$ cat src/rtl/reg_display_scan_pkg.sv
// ---------------------------------------------------------------------------
// reg_display_scan_pkg
// Shared definitions for the register-bank display scanner:
//   NUM_DIGITS / DIGIT_W - digit count of the multiplexed display and index width
//   scanState_t          - address-source FSM states (MANUAL / SCAN)
//   HEX_SEG              - active-low {g,f,e,d,c,b,a} patterns for hex 0..F
//   SEG_OFF / AN_OFF     - active-low "everything dark" values
//   digitEnable()        - active-low one-cold anode pattern for a digit index
// ---------------------------------------------------------------------------
package reg_display_scan_pkg;

    localparam int NUM_DIGITS = 4;
    localparam int DIGIT_W    = $clog2(NUM_DIGITS);

    typedef enum logic {
        MANUAL = 1'b0,
        SCAN   = 1'b1
    } scanState_t;

    // Index 0 is the rightmost element of the concatenation.
    localparam logic [15:0][6:0] HEX_SEG = {
        7'h0E,  // F
        7'h06,  // E
        7'h21,  // d
        7'h46,  // C
        7'h03,  // b
        7'h08,  // A
        7'h10,  // 9
        7'h00,  // 8
        7'h78,  // 7
        7'h02,  // 6
        7'h12,  // 5
        7'h19,  // 4
        7'h30,  // 3
        7'h24,  // 2
        7'h79,  // 1
        7'h40   // 0
    };

    localparam logic [6:0]            SEG_OFF = 7'h7F;
    localparam logic [NUM_DIGITS-1:0] AN_OFF  = '1;

    function automatic logic [NUM_DIGITS-1:0] digitEnable(input logic [DIGIT_W-1:0] idx);
        return ~(NUM_DIGITS'(1) << idx);
    endfunction

endpackage

$ cat src/rtl/reg_display_scan_hex_to_seg7.sv
// ---------------------------------------------------------------------------
// hex_to_seg7
// Combinational hex digit to active-low 7-segment decode.
//   digit : in  4  hex value 0..F
//   segN  : out 7  active-low segments {g,f,e,d,c,b,a}
// ---------------------------------------------------------------------------
module hex_to_seg7
    import reg_display_scan_pkg::*;
(
    input  logic [3:0] digit,
    output logic [6:0] segN
);

    assign segN = HEX_SEG[digit];

endmodule

$ cat src/rtl/reg_display_scan.sv
// ---------------------------------------------------------------------------
// reg_display_scan
// Drives the read addresses of an 8x4 register bank (manual switches or an
// automatic sweep), snapshots both read ports once per display frame and shows
// {datA, addrA, datB, addrB} on a 4-digit multiplexed 7-segment display.
//
// Ports:
//   clk        in   1         system clock, rising edge
//   rst        in   1         synchronous, active-low reset
//   sw_addrRa  in   BIT_ADDR  manual read address, port A
//   sw_addrRb  in   BIT_ADDR  manual read address, port B
//   scan_en    in   1         1 = auto-sweep, 0 = manual
//   addrRa     out  BIT_ADDR  registered read address, port A
//   addrRb     out  BIT_ADDR  registered read address, port B
//   datRa      in   BIT_DATO  bank read data A (combinational from addrRa)
//   datRb      in   BIT_DATO  bank read data B (combinational from addrRb)
//   an         out  4         digit enables (active-low by default)
//   seg        out  7         segments {g,f,e,d,c,b,a} (active-low by default)
//
// Build option: define DISP_ACTIVE_HIGH_EN to drive an/seg active-high
// (dark = all zeros). Timing and FSM behaviour do not change.
// ---------------------------------------------------------------------------
module reg_display_scan
    import reg_display_scan_pkg::*;
#(
    parameter int BIT_ADDR     = 3,
    parameter int BIT_DATO     = 4,
    parameter int REFRESH_DIV  = 50000,
    parameter int DWELL_FRAMES = 250
) (
    input  logic                  clk,
    input  logic                  rst,
    input  logic [BIT_ADDR-1:0]   sw_addrRa,
    input  logic [BIT_ADDR-1:0]   sw_addrRb,
    input  logic                  scan_en,
    output logic [BIT_ADDR-1:0]   addrRa,
    output logic [BIT_ADDR-1:0]   addrRb,
    input  logic [BIT_DATO-1:0]   datRa,
    input  logic [BIT_DATO-1:0]   datRb,
    output logic [NUM_DIGITS-1:0] an,
    output logic [6:0]            seg
);

    localparam int REF_W   = $clog2(REFRESH_DIV);
    localparam int FRAME_W = $clog2(DWELL_FRAMES + 1);

`ifdef DISP_ACTIVE_HIGH_EN
    localparam logic INVERT = 1'b1;
`else
    localparam logic INVERT = 1'b0;
`endif

    logic [REF_W-1:0]    refCnt;
    logic [DIGIT_W-1:0]  digitIdx;
    logic [FRAME_W-1:0]  frameCnt;
    scanState_t          state;

    logic [BIT_DATO-1:0] holdDa;
    logic [BIT_DATO-1:0] holdDb;
    logic [BIT_ADDR-1:0] holdAa;
    logic [BIT_ADDR-1:0] holdAb;

    logic [3:0]          digitVal;
    logic [6:0]          segDecoded;

    logic refWrap;
    logic frameEnd;
    logic dwellDone;

    assign refWrap   = (refCnt == REF_W'(REFRESH_DIV - 1));
    assign frameEnd  = refWrap && (digitIdx == DIGIT_W'(NUM_DIGITS - 1));
    // frameCnt has already counted DWELL_FRAMES-1 boundaries; this boundary
    // completes the dwell.
    assign dwellDone = frameEnd && (frameCnt == FRAME_W'(DWELL_FRAMES - 1));

    // ---- refresh timebase and digit index ----
    always_ff @(posedge clk) begin
        if (!rst) begin
            refCnt   <= '0;
            digitIdx <= '0;
        end else if (refWrap) begin
            refCnt   <= '0;
            digitIdx <= digitIdx + DIGIT_W'(1);
        end else begin
            refCnt   <= refCnt + REF_W'(1);
        end
    end

    // ---- frame snapshot: display content only changes at frame boundaries ----
    always_ff @(posedge clk) begin
        if (!rst) begin
            holdDa <= '0;
            holdAa <= '0;
            holdDb <= '0;
            holdAb <= '0;
        end else if (frameEnd) begin
            holdDa <= datRa;
            holdAa <= addrRa;
            holdDb <= datRb;
            holdAb <= addrRb;
        end
    end

    // ---- address-source FSM with frame counter ----
    always_ff @(posedge clk) begin
        if (!rst) begin
            state    <= MANUAL;
            addrRa   <= '0;
            addrRb   <= '0;
            frameCnt <= '0;
        end else begin
            case (state)
                MANUAL: begin
                    if (scan_en) begin
                        state    <= SCAN;
                        addrRa   <= '0;
                        addrRb   <= BIT_ADDR'(1);
                        frameCnt <= '0;
                    end else begin
                        addrRa <= sw_addrRa;
                        addrRb <= sw_addrRb;
                        if (frameEnd) frameCnt <= frameCnt + FRAME_W'(1);
                    end
                end
                SCAN: begin
                    // Leaving SCAN takes priority over a coincident dwell step.
                    if (!scan_en) begin
                        state  <= MANUAL;
                        addrRa <= sw_addrRa;
                        addrRb <= sw_addrRb;
                        if (frameEnd) frameCnt <= frameCnt + FRAME_W'(1);
                    end else if (dwellDone) begin
                        addrRa   <= addrRa + BIT_ADDR'(1);
                        addrRb   <= addrRa + BIT_ADDR'(2);
                        frameCnt <= '0;
                    end else if (frameEnd) begin
                        frameCnt <= frameCnt + FRAME_W'(1);
                    end
                end
                default: state <= MANUAL;
            endcase
        end
    end

    // ---- digit select and decode ----
    always_comb begin
        digitVal = 4'(holdDa);
        case (digitIdx)
            DIGIT_W'(0): digitVal = 4'(holdDa);
            DIGIT_W'(1): digitVal = 4'(holdAa);
            DIGIT_W'(2): digitVal = 4'(holdDb);
            default:     digitVal = 4'(holdAb);
        endcase
    end

    hex_to_seg7 u_hexToSeg7 (
        .digit (digitVal),
        .segN  (segDecoded)
    );

    // ---- registered display outputs, polarity applied last ----
    always_ff @(posedge clk) begin
        if (!rst) begin
            an  <= AN_OFF ^ {NUM_DIGITS{INVERT}};
            seg <= SEG_OFF ^ {7{INVERT}};
        end else begin
            an  <= digitEnable(digitIdx) ^ {NUM_DIGITS{INVERT}};
            seg <= segDecoded ^ {7{INVERT}};
        end
    end

endmodule

$ cat config.mk
export PLATFORM = sky130hd
export DESIGN_NAME = reg_display_scan
export DESIGN_NICKNAME = d
export VERILOG_FILES = /design/src/rtl/reg_display_scan_pkg.sv /design/src/rtl/reg_display_scan_hex_to_seg7.sv /design/src/rtl/reg_display_scan.sv
export SDC_FILE = /design/constraint.sdc
export NUM_CORES = 1
export LEC_CHECK = 0
export BUFFER_PORTS_ARGS = -buffer_cell sky130_fd_sc_hd__buf_4
export CAP_MARGIN = 20
export CORE_ASPECT_RATIO = 1.4
export CORE_UTILIZATION = 58
export DETAILED_ROUTE_END_ITERATION = 16
export PLACE_DENSITY = 0.86
export REMOVE_ABC_BUFFERS = 1
export SKIP_LAST_GASP = 1
export SLEW_MARGIN = 20
export SYNTH_ARGS = -nofsm -noshare
export SYNTH_HDL_FRONTEND = slang
export SYNTH_HIERARCHICAL = 1
export SYNTH_SLANG_ARGS = --single-unit
$ cat constraint.sdc
create_clock -name clk -period 2.6 [get_ports clk]
set_input_delay 0.52 -clock clk [delete_from_list [all_inputs] [get_ports clk]]
set_output_delay 0.52 -clock clk [all_outputs]
set_load 0.05 [all_outputs]
==> impl_metrics.csv <==
group,metric,value,unit
setup_path,arrival,2680,ps
final_layout,final_common_cell,"dfxtp_1",
die,die_x,61.18,um
die,die-area,5191,um^2
route,drc,0,
logic_synthesis,ys_seq_area_share,40.83,%
final_layout,antennaDiodeCount,0,
setup_path,r2r_slack,150,ps
timing,max_slew_margin,44.21,%
global_route,grt_pass1_wl,10020,um
placement,gp_congestion,0.8596,
clocking,hold_buffers,0,
final_layout,n_fill_cell,338,
die,start_util,61.72,%
global_route,grt_max_degree,26,
route,vias,2398,
clocking,cts_buffers,9,
setup_path,rr_startpoint,"digitIdx[1]",
logic_synthesis,synth_compound_area_share,13.37,%
clocking,cts_tree,"yes",
route,drt_wl_total,6136,um
logic_synthesis,synth_simple_gate_area_share,24.24,%
logic_synthesis,synth-edff-count,0,
worst_hold_path,hp-start,"datRb[2]",
clocking,clk_path_buf_depth,2,
logic_synthesis,syn_area,2844,um^2
setup_path,cp_cell_sequence,"inv_1 -> ha_1 -> a222oi_1 -> mux2i_2 -> inv_2 -> ha_1 -> inv_1 -> mux4_1 -> nand2b_1",
timing,setup_viol,0,
setup_path,crit_fanout,5,
final_layout,layout_common_cells,"dfxtp_1, nand2_1, buf_4",
logic_synthesis,ys_ff_latch,58,
logic_synthesis,synth_top_family_by_area,"simple AND/OR/NAND/NOR gates",
setup_path,endpoint_kind,"flip-flop",
power_and_ir_drop,p_per_area,581.3,nW/um^2
timing,drv_slew,0,
logic_synthesis,yosys.area_share.adder,7.039,%
job,cap_violations,0,
route,firstDrtPassIters,4,
timing,fmax,408.6,MHz
run_status,status,"completed",
die,die_y,84.86,um
final_layout,nNetsFinal,384,
worst_hold_path,whs_endpoint,"holdDb[2]",
timing,fin_crit,2447,ps
setup_path,startpoint_type,"flip-flop",
global_route,gr-total-overflow,0,
timing,fin_ws,152.9,ps
logic_synthesis,synthMuxAreaShare,4.663,%
logic_synthesis,synthArstFlopShare,0,%
timing,fin_crit_sh,94.12,%
die,row_count,29,
final_layout,drive_gt1_share,20.51,%
placement,place_hpwl,4149,um
logic_synthesis,synthXorXnorAreaFrac,5.235,%
clocking,insertion_delay,340,ps
global_route,grt_pass1_vias,2283,
global_route,antenna_found_initial,0,
setup_path,slowest_delay,470,ps
clocking,cts_htree_levels,3,
placement,io_buffers,33,
route,routed_via_density,5.737,
worst_hold_path,worstHoldPathType,"primary input to flip-flop",
setup_path,cp.required,2830,ps
power_and_ir_drop,vdd_drop_max,0.5094,mV
global_route,grt_usage,26.05,%
clocking,path_clk_slew,70,ps
route,first_iter_violations,127,
setup_path,path_delay_family,"multiplexers",
timing,hold_viol_final,0,
power_and_ir_drop,leakagePower,1.258,nW
logic_synthesis,synth_warnings,6,
timing,tightest_slew,835.9,ps
logic_synthesis,ys.flop_type,"dfxtp_1",
timing,final.setup_skew,7.602,ps
setup_path,r2r_cells,9,
clocking,clock_sink_count,58,
final_layout,synthToLayoutAreaGrowth,18.74,%
timing,fin_setup_tns,0,ps
route,ant_nets,0,
placement,dpl_worst_slack,41.25,ps
setup_path,crit_type,"flip-flop to flip-flop",
worst_hold_path,holdPathStages,3,
route,wl_per_cell,14.68,um
die,coreArea,4608,um^2
logic_synthesis,synth_cell_types,52,
clocking,root_buffer,"clkbuf_8",
die,boundaryPins,34,
final_layout,utilization,73.28,%
logic_synthesis,syn_area_per_cell,9.029,um^2
setup_path,crit_buf_inv,3,
logic_synthesis,syn_inst,315,
setup_path,rr_endpoint,"seg[3]",
setup_path,critical-path-slowest-cell,"mux4_1",
==> worst max path at each step <==
stage	startpoint	slack [ps]	endpoint	depth (start not counted)
6_report	digitIdx[1]	150	seg[3]	9
5_1_grt	digitIdx[1]	-4	seg[3]	8
4_1_cts	digitIdx[0]	100	seg[3]	9
3_5_place_dp	digitIdx[0]	40	seg[3]	9
3_3_place_gp	digitIdx[0]	190	seg[3]	9
2_1_floorplan	digitIdx[0]	310	seg[3]	9
==> where the power goes <==
part           internal (mW)  total [mW]  switching [mW]  leakage (nW)
sequential             0.904       0.917          0.0128         0.472
combinational         0.0450       0.123          0.0782         0.676
clock                  0.562       0.923           0.360         0.109
==> Yosys cell counts (4+ instances only) <==
library cell   n  area (um^2)
nand4_1        5        31.28
ha_1          16        200.2
nor4_1         4        25.02
clkbuf_1      10        37.54
nand3_1       11        55.05
xnor2_1       14        122.6
nor2_1        27        101.4
inv_1         18        67.56
nand2_1       44        165.2
a21oi_1       15        75.07
nor3_1         4        20.02
nand2b_1      10        62.56
mux2i_1        8        80.08
o21ai_0        8        40.04
dfxtp_1       58         1161
==> metal layers <==
layer	share of wire [%]	GRT usage (%)	wire, um
met4	3.2	15.08	197
met2	52	44.07	3193
met3	3.8	5.945	231
met1	41	28.60	2514
met5	0	0	0
==> tightest hold or removal path, stage by stage <==
cell and delay, ps:
buf_4 110, nand2_1 40, a21oi_1 50
==> kinds of logic (layout without fill, tap and decap cells) <==
kind of cell / Yosys count / after routing
buffers and inverters: 32 / 73
xor gates and xnor gates: 17 / 17
adders and majority gates: 16 / 16
AOI/OAI and AO/OA: 52 / 52
DFF: 58 / 58
and+or+nand+nor: 129 / 129
muxes: 11 / 11
==> area by class of cell <==
type | instances | area, um^2 | share of cell area (%)
multi-input cells | 225 | 1559 | 46.17
flip-flops and latches | 58 | 1161 | 34.38
repair buffers | 39 | 292.8 | 8.670
inverters | 18 | 67.56 | 2.001
clock buffers | 11 | 141.4 | 4.187
well taps | 62 | 77.57 | 2.297
clock inverters | 5 | 77.57 | 2.297
==> metrics by stage <==
stage          instance area [um^2]  std cells  power, mW  hold WS [ps]
2_1_floorplan                  2780        301      1.006         430.3
3_3_place_gp                   3128        399      1.059         440.8
3_5_place_dp                   3128        399      1.061         448.5
4_1_cts                        3351        415      1.977         419.3
5_1_grt                        3377        418      2.031         435.2
6_report                       3377        418      1.963         431.9
==> timing repair <==
| item | in CTS | in global routing |
|---|---|---|
| pin swaps | 0 | 1 |
| endpoints found under the setup margin | 1 | 2 |
| gates resized for setup | 1 | 2 |
| buffers inserted | 0 | 3 |
Note: power is estimated with default switching activity, not from simulation.
